**src/rtl/alu_op_sequencer.sv**
```systemverilog
// Command-side sequencer in front of the 2-bit ALU: registers one operation, waits a
// settle cycle, captures result and flags, and keeps sticky flags plus an op counter.
module alu_op_sequencer #(
  parameter int WIDTH = 2,
  parameter int SEL_W = 2,
  parameter int CNT_W = 8
) (
  input  logic             clk,
  input  logic             rst,
  input  logic             cmd_valid,
  output logic             cmd_ready,
  input  logic [WIDTH-1:0] cmd_a,
  input  logic [WIDTH-1:0] cmd_b,
  input  logic [SEL_W-1:0] cmd_s,
  output logic [WIDTH-1:0] alu_a,
  output logic [WIDTH-1:0] alu_b,
  output logic [SEL_W-1:0] alu_s,
  input  logic [WIDTH-1:0] alu_y,
  input  logic             alu_c,
  input  logic             alu_z,
  input  logic             alu_n,
  input  logic             alu_o,
  output logic             res_valid,
  input  logic             res_ready,
  output logic [WIDTH-1:0] res_y,
  output logic [3:0]       res_flags,
  output logic [3:0]       sticky_flags,
  input  logic             clr_sticky,
  output logic [CNT_W-1:0] op_count
);

  typedef enum logic [1:0] {
    IDLE   = 2'd0,
    SETTLE = 2'd1,
    RESULT = 2'd2
  } state_e;

  state_e           state_q, state_d;
  logic [WIDTH-1:0] aluA_q, aluA_d;
  logic [WIDTH-1:0] aluB_q, aluB_d;
  logic [SEL_W-1:0] aluS_q, aluS_d;
  logic [WIDTH-1:0] resY_q, resY_d;
  logic [3:0]       resFlags_q, resFlags_d;
  logic [3:0]       sticky_q, sticky_d;
  logic [CNT_W-1:0] count_q, count_d;

  logic       accept;
  logic       capture;
  logic [3:0] newFlags;

  assign accept   = (state_q == IDLE) && cmd_valid;
  assign capture  = (state_q == SETTLE);
  assign newFlags = {alu_c, alu_z, alu_n, alu_o};

  always_ff @(posedge clk or posedge rst) begin
    if (rst) begin
      state_q <= IDLE;
    end else begin
      state_q <= state_d;
    end
  end

  always_comb begin
    state_d = IDLE;
    case (state_q)
      IDLE:    state_d = cmd_valid ? SETTLE : IDLE;
      SETTLE:  state_d = RESULT;
      RESULT:  state_d = res_ready ? IDLE : RESULT;
      default: state_d = IDLE;
    endcase
  end

  always_comb begin
    cmd_ready = (state_q == IDLE);
    res_valid = (state_q == RESULT);
  end

  // A clear coinciding with a capture still keeps the freshly captured flags.
  always_comb begin
    aluA_d     = aluA_q;
    aluB_d     = aluB_q;
    aluS_d     = aluS_q;
    resY_d     = resY_q;
    resFlags_d = resFlags_q;
    count_d    = count_q;
    sticky_d   = clr_sticky ? 4'b0000 : sticky_q;
    if (accept) begin
      aluA_d = cmd_a;
      aluB_d = cmd_b;
      aluS_d = cmd_s;
    end
    if (capture) begin
      resY_d     = alu_y;
      resFlags_d = newFlags;
      sticky_d   = sticky_d | newFlags;
      count_d    = count_q + CNT_W'(1);
    end
  end

  always_ff @(posedge clk or posedge rst) begin
    if (rst) begin
      aluA_q     <= '0;
      aluB_q     <= '0;
      aluS_q     <= '0;
      resY_q     <= '0;
      resFlags_q <= '0;
      sticky_q   <= '0;
      count_q    <= '0;
    end else begin
      aluA_q     <= aluA_d;
      aluB_q     <= aluB_d;
      aluS_q     <= aluS_d;
      resY_q     <= resY_d;
      resFlags_q <= resFlags_d;
      sticky_q   <= sticky_d;
      count_q    <= count_d;
    end
  end

  assign alu_a        = aluA_q;
  assign alu_b        = aluB_q;
  assign alu_s        = aluS_q;
  assign res_y        = resY_q;
  assign res_flags    = resFlags_q;
  assign sticky_flags = sticky_q;
  assign op_count     = count_q;

endmodule

```
**config.mk**
```make
export PLATFORM = sky130hd
export DESIGN_NAME = alu_op_sequencer
export DESIGN_NICKNAME = d
export VERILOG_FILES = /design/src/rtl/alu_op_sequencer.sv
export SDC_FILE = /design/constraint.sdc
export NUM_CORES = 1
export LEC_CHECK = 0
export ABC_AREA = 0
export BUFFER_PORTS_ARGS = -buffer_cell sky130_fd_sc_hd__buf_2
export CORE_UTILIZATION = 46
export CTS_CLUSTER_SIZE = 14
export DETAILED_ROUTE_END_ITERATION = 10
export PLACE_DENSITY = 0.88
export RECOVER_POWER = 25
export SLEW_MARGIN = 15
export SYNTH_ARGS = -nofsm -noshare
export SYNTH_HDL_FRONTEND = slang
export SYNTH_SLANG_ARGS = --single-unit
```
**constraint.sdc**
```tcl
create_clock -name clk -period 1.37 [get_ports clk]
set_input_delay 0.137 -clock clk [delete_from_list [all_inputs] [get_ports clk]]
set_output_delay 0.137 -clock clk [all_outputs]
set_load 0.005 [all_outputs]
```
[Word-level counts from Yosys, hierarchy flattened]
Cells that the tools add are included.
Cells by class
  $add $sub $neg: 1
  multipliers: 0
  divide/modulo/power cells: 0
  order comparisons: 0
  eq/ne operators: 2
  shift-type cells: 0
  mux-type cells: 5
  bitwise operators: 1
  reductions and logical operators: 2
Operator list (number)
  8-bit by 1-bit adder with 8-bit output (second input constant): 1
  4-bit two-way mux: 2
  2-bit one-hot mux with 3 select lines: 1
  4-bit bitwise OR: 1
  2-bit by 1-bit == test with 1-bit output (second input constant): 1
  2-bit == test (second input constant): 1
  2-bit logical NOT: 1
  2-bit two-way mux: 1
  1-bit logical AND: 1
  1-bit two-way mux: 1
Word-level totals
  register bits: 26
  bits in latches: 0
  RAM bits: 0
  memory bits (read-only): 0
  input bits: 17
  word-level logic and storage cells: 19
  memories kept: 0

[Longest topological paths before layout]
Gate-level depths: netlist (run 1).
  depth after elaboration: 3
  gate-level depth with buffers: 4

[Worst setup path after synthesis (run 1)]
OpenSTA, ideal clock, no wires.
  path type: register -> register
  start: reg state_q[1]
  end: reg aluA_q[0] (netlist: alu_a[0])
  setup time: 0.125 ns
  arrival: 1.080 ns
  data required time: 1.245 ns
  setup slack: 0.165 ns
  stages on the path, launching flop included: 5
  buffers on the path: 1
  clock period less this slack: 1.205 ns
  cell sequence: dfrtp_1 -> nor2_2 -> and2_4 -> buf_6 -> mux2_4
On the way
  cells in the longest elaborated chain, start to end: 2
Ends and longest elaborated chain
  from (decl): RTL line 38  | state_e state_q, state_d;
  from (signal assigned): RTL line 59  | state_q <= state_d;
  2-bit logical NOT
  net cmd_ready: RTL line 11  | output logic cmd_ready,
  1-bit logical AND: RTL line 51  | assign accept = (state_q == IDLE) && cmd_valid;
  net accept: RTL line 47  | logic accept;
  to (signal assigned): RTL line 110  | aluA_q <= aluA_d;
  to (decl): RTL line 39  | logic [WIDTH-1:0] aluA_q, aluA_d;
The timed path passes the listed nets, and every way through them passes these cells.
A chain may end at the register's enable or synchronous reset.

[Final worst setup path (run 1)]
  start: reg state_q[1]
  end: out res_valid
On the way
  cells in the longest elaborated chain, start to end: 1
Ends and longest elaborated chain
  2-bit == test: RTL line 75  | res_valid = (state_q == RESULT);
  to (decl): RTL line 23  | output logic res_valid,
No other way between the ends.

==> out/qor.csv, run 1 <==
metric;value;unit
status;finished clean;
final_nets;158;
grt.met1_usage;22.24;%
yosysWarnings;0;
maxSlewViolCount;0;
final_cell_mix;buf_2, dfrtp_1, nand2_1, xnor2_1, dlygate4sd3_1;
ys_ff_latch;26;
drt_iter0_drc;6;
critPathMaxFanout;5;
arrival;1.21;ns
cp-end-kind;output port;
yosys.area.top_type;dfrtp_1;
leakage;0.0007610;uW
clock-root-buffer;clkbuf_4;
first_global_vias;822;
grt_pass1_wl;3739;um
power_density;2028;nW/um^2
ys_types;18;
dpl_cell_area;1282;um^2
switching_share;32.50;%
synth_area_leaders;dfrtp_1, mux2_4, nand2_1;
cts_made_buffers;3;
area.growth.synth_to_final;32.98;%
rsz0062_at_grt;true;
num_antenna_cells;0;
die_x;49.89;um
die_y;49.89;um
drv_cap;0;
place_congestion;0.7580;
grt.met3_usage;6.481;%
layoutNonFillerInstCount;166;
maxSlewHeadroom;58.30;%
routed_wirelength;2315;um
synthesis.nets;106;
wl_per_cell;13.95;um
drive_gt1_share;41.73;%
fin_crit;1.350;ns
port_buffers;42;
syn_area;1055;um^2
grt_usage;20.54;%
switchingPower;924.2;uW
hpwl;1620;um
core;2062;um^2
grtUsageMet2;38.51;%
min_path_type;in -> reg;
detail_route.vias_per_cell;4.849;
postSynthCellCount;88;
cts_tree;built;
ctsResizeCount;0;
syn-mean-instance-area;11.99;um^2
peakVddDrop;0.001202;V
dieArea;2489;um^2
cp.required;1.23;ns
cts.clk_slew.worst_paths;0.15;ns
holdWs;0.003743;ns
grt_max_degree;27;
max_slew.worst_pin.slew;0.6255;ns
internal-power;1920;uW
synth_top_area_share;61.68;%
cts.sinks;26;
cp-start-kind;flip-flop;
overflow;0;
antenna_found_initial;0;
worstSetupPathType;reg -> out;
ant_nets;0;
stdcell_area;1403;um^2
fin_util;68.02;%
fin_crit_sh;98.56;%
drt_first_pass_iters;4;
max_freq;740.6;MHz
synth-seq-area-share;61.68;%
p_seq_share;46.5;%
finalSetupViolCount;0;
initial_core_util;51.15;%
dr_total_vias;805;
power_frac_clock;18.6;%
ios;43;
finalClockSkew;0.01254;ns
p_comb_share;34.9;%
hold_violations;0;
clk_latency;0.33;ns
rows;16;
cts_max_level;1;
clk_path_buf_depth;2;
busiest_layer;met2;
final_common_cell;buf_2;
dp_cells;155;
drc;0;
-- cell usage after synthesis --
master and count:
nor2_2 1, buf_4 1, and2b_2 1, and2_4 1, dfrtp_1 26, or2b_2 1
ha_1 1, or2b_1 1, nand2_1 23, buf_6 1, xnor2_1 7, buf_2 1
mux2_4 6, and3_1 1, nand4_1 4, inv_1 6, o21ai_0 5, and4b_2 1
-- worst max-delay path: stages (launching register included) --
cell     delay, ns
dfrtp_1       0.44
or2b_1        0.28
inv_1         0.06
buf_2         0.10
-- layer usage --
metal	wire length (um)	vias to the layer above
li1	-	380
met2	1312	34
met5	0	-
met3	129	2
met1	864	389
met4	9	0
-- power groups by stage --
stage | clock [uW] | combinational [uW] | sequential [uW]
after floorplan | 0 | 573 | 1310
after detailed placement | 0 | 995 | 1320
after CTS | 533 | 1010 | 1320
final | 530 | 993 | 1320
after global placement | 0 | 938 | 1300
after global routing | 567 | 1100 | 1370
-- final timing paths --
| check | from | to | slack [ns] | cells after the start |
|---|---|---|---|---|
| worst max register to register | state_q[1] | alu_a[1] | 0.13 | 3 |
| worst max-delay path | state_q[1] | res_valid | 0.02 | 3 |
| max in group asynchronous | rst | op_count[5] | 0.47 | 4 |
| min in group asynchronous | rst | sticky_flags[2] | 0.48 | 4 |
| worst min-delay path | alu_c | res_flags[3] | 0.004 | 3 |
| worst min register to register | op_count[7] | op_count[7] | 0.49 | 1 |
-- layout make-up --
type                       instances  area, um^2
timing repair buffer              50       285.3
inverter                           6       22.52
fill                             181       659.4
sequential                        26       650.6
clock inverter                     1       30.03
clock buffer                       3       22.52
multi-input combinational         53       357.8
tap                               27       33.78
-- logic make-up after synthesis --
| family | share of synthesized area [%] |
|---|---|
| adders and majority gates | 1.186 |
| xor gates and xnor gates | 5.813 |
| and+or+nand+nor | 16.01 |
| DFF | 61.68 |
| buffers and inverters | 4.389 |
| AOI/OAI and AO/OA | 2.372 |
| muxes | 8.541 |
-- registers in the layout, summed over array words and instances, names as in the netlist --
name          count
res_y             2
alu_b             2
sticky_flags      4
alu_a             2
op_count          8
state_q           2
res_flags         4
alu_s             2
-- stage by stage --
| stage | total power [uW] | setup slack, ns | setup TNS [ns] |
|---|---|---|---|
| after global placement | 2236 | 0.2240 | 0 |
| after CTS | 2859 | 0.01466 | 0 |
| after floorplan | 1883 | 0.1650 | 0 |
| after global routing | 3034 | -0.03417 | -0.03417 |
| final | 2844 | 0.01978 | 0 |
| after detailed placement | 2317 | 0.1691 | 0 |
-- what timing repair did --
action	4_1_cts	5_1_grt
setup buffers	0	0
endpoints found under the setup margin	0	1
hold buffers	5	2
hold endpoints to repair	30	2
No activity file was read; power rests on OpenSTA's default activity.
==> inputs of run 2 (changes only) <==
==> constraint.sdc (replaced) <==
create_clock -name clk -period 1.37 [get_ports clk]
set_input_delay 0.0685 -clock clk [delete_from_list [all_inputs] [get_ports clk]]
set_output_delay 0.0685 -clock clk [all_outputs]
set_load 0.005 [all_outputs]
==> run 2 against run 1 <==
  * Global-route usage up 2.6 points
  * Critical path depth unchanged
  * Sequential cell count unchanged
  * Clock skew up 0.0018 ns
  * Wire length up 7.5%
  * First-iteration DRC count up 50%
  * Maximum frequency up 6.4%
  * Sequential share of layout area down 2.5 points
  * Non-clock buffer count up 8
==> out/qor.csv, run 2 (synthesis results as in run 1) <==
metric;value;unit
min_path_type;in -> reg;
fin_crit;1.269;ns
dr_total_vias;851;
totalPowerFinal;2874;uW
grt_pass1_wl;4153;um
final_common_cell;buf_2;
die_x;49.89;um
cp-start-kind;flip-flop;
leakage;0.0007944;uW
hpwl;1620;um
cp_top_family;flip-flops;
fillers;162;
maxSlewHeadroom;58.61;%
max_freq;787.8;MHz
cpPeakStageDelay;0.44;ns
hold_violations;0;
multi_input_area;357.8;um^2
ff2ff_setup_slack;0.13;ns
reg2reg_depth;3;
wl_per_cell;14.30;um
max_slew.worst_pin.slew;0.6209;ns
holdWs;0.04842;ns
first_global_vias;904;
clk_path_buf_depth;2;
num_antenna_cells;0;
rows;16;
hold_path_depth;2;
drv_cap;0;
rsz0062_at_grt;false;
place_congestion;0.7580;
fin_crit_sh;92.66;%
core;2062;um^2
area.growth.synth_to_final;40.57;%
final_nets;166;
port_buffers;42;
die_y;49.89;um
initial_core_util;51.15;%
drive_gt1_share;39.46;%
status;finished clean;
clock-root-buffer;clkbuf_4;
r2r_end;alu_a[1];
drt_iter0_drc;9;
cts_made_buffers;3;
cts.clk_slew.worst_paths;0.15;ns
regArea;650.6;um^2
cts_tree;built;
detail_route.vias_per_cell;4.891;
cp_cell_sequence;or2b_1 -> inv_1 -> buf_2;
min_to;state_q[0];
postCtsSetupBuffers;0;
finalClockSkew;0.01434;ns
min-delay-start;cmd_valid;
dieArea;2489;um^2
crit_slowest_cell;dfrtp_1;
peakVddDrop;0.001139;V
cts.sinks;26;
ios;43;
drt_first_pass_iters;4;
cp-end-kind;output port;
largest_reg_flops;8;
routed_wirelength;2488;um
power_density;1939;nW/um^2
antenna_found_initial;0;
finalSetupViolCount;0;
overflow;0;
critPathMaxFanout;5;
reg2reg_from;state_q[1];
grt_usage;23.17;%
worstSetupPathType;reg -> out;
grt_max_degree;27;
cp_num_buf_inv;2;
ant_nets;0;
maxSlewViolCount;0;
tns;0;ns
cp.required;1.30;ns
arrival;1.20;ns
clk_latency;0.33;ns
cts_max_level;1;
drc;0;
final_cell_mix;buf_2, dfrtp_1, nand2_1, dlygate4sd3_1, xnor2_1;
==> run 2: worst register-to-register path: stages, from the launching register on <==
cell	delay (ns)
dfrtp_1	0.45
nor2_2	0.13
and2_4	0.23
mux2_4	0.32
==> run 2: per-stage QoR <==
step                      cell area (um^2)  worst slack, ns  util [%]  instances
after global placement                1282           0.2240     62.20        155
after global routing                  1483          0.03388     71.91        174
final                                 1483           0.1006     71.91        174
after CTS                             1485          0.08316     72.03        174
after detailed placement              1282           0.1691     62.20        155
after floorplan                       1055           0.1650         -         88
==> run 2: what timing repair did <==
item,in CTS,in global routing
hold buffers,15,0
endpoints found under the hold margin,43,0
resized for setup,0,0
==> run 2: metal layers <==
metal | share of wire (%) | GRT usage, %
met1 | 38 | 24.85
met5 | 0 | 0
met2 | 57 | 44.59
met3 | 4.3 | 6.481
met4 | 0.40 | 4.286
==> run 2: report_power, final <==
group | internal (uW) | switching (uW) | total [uW]
Combinational | 569 | 456 | 1020
Sequential | 1070 | 256 | 1330
Clock | 296 | 227 | 523
Total | 1930 | 939 | 2870
==> run 2: worst max path at each step <==
stage,depth (start not counted),endpoint,start
final,3,res_valid,state_q[0]
after global routing,3,res_valid,state_q[0]
after CTS,3,res_valid,state_q[0]
after detailed placement,3,alu_a[1],state_q[1]
after global placement,3,alu_b[0],state_q[1]
after floorplan,4,alu_a[0],state_q[1]
==> run 2: cell type report <==
type                    instances  share of cell area [%]
repair buffers                 58                   24.64
clock inverters                 1                   2.025
multi-input cells              53                   24.14
flip-flops and latches         26                   43.88
clock buffers                   3                   1.519
well taps                      27                   2.278
inverters                       6                   1.519
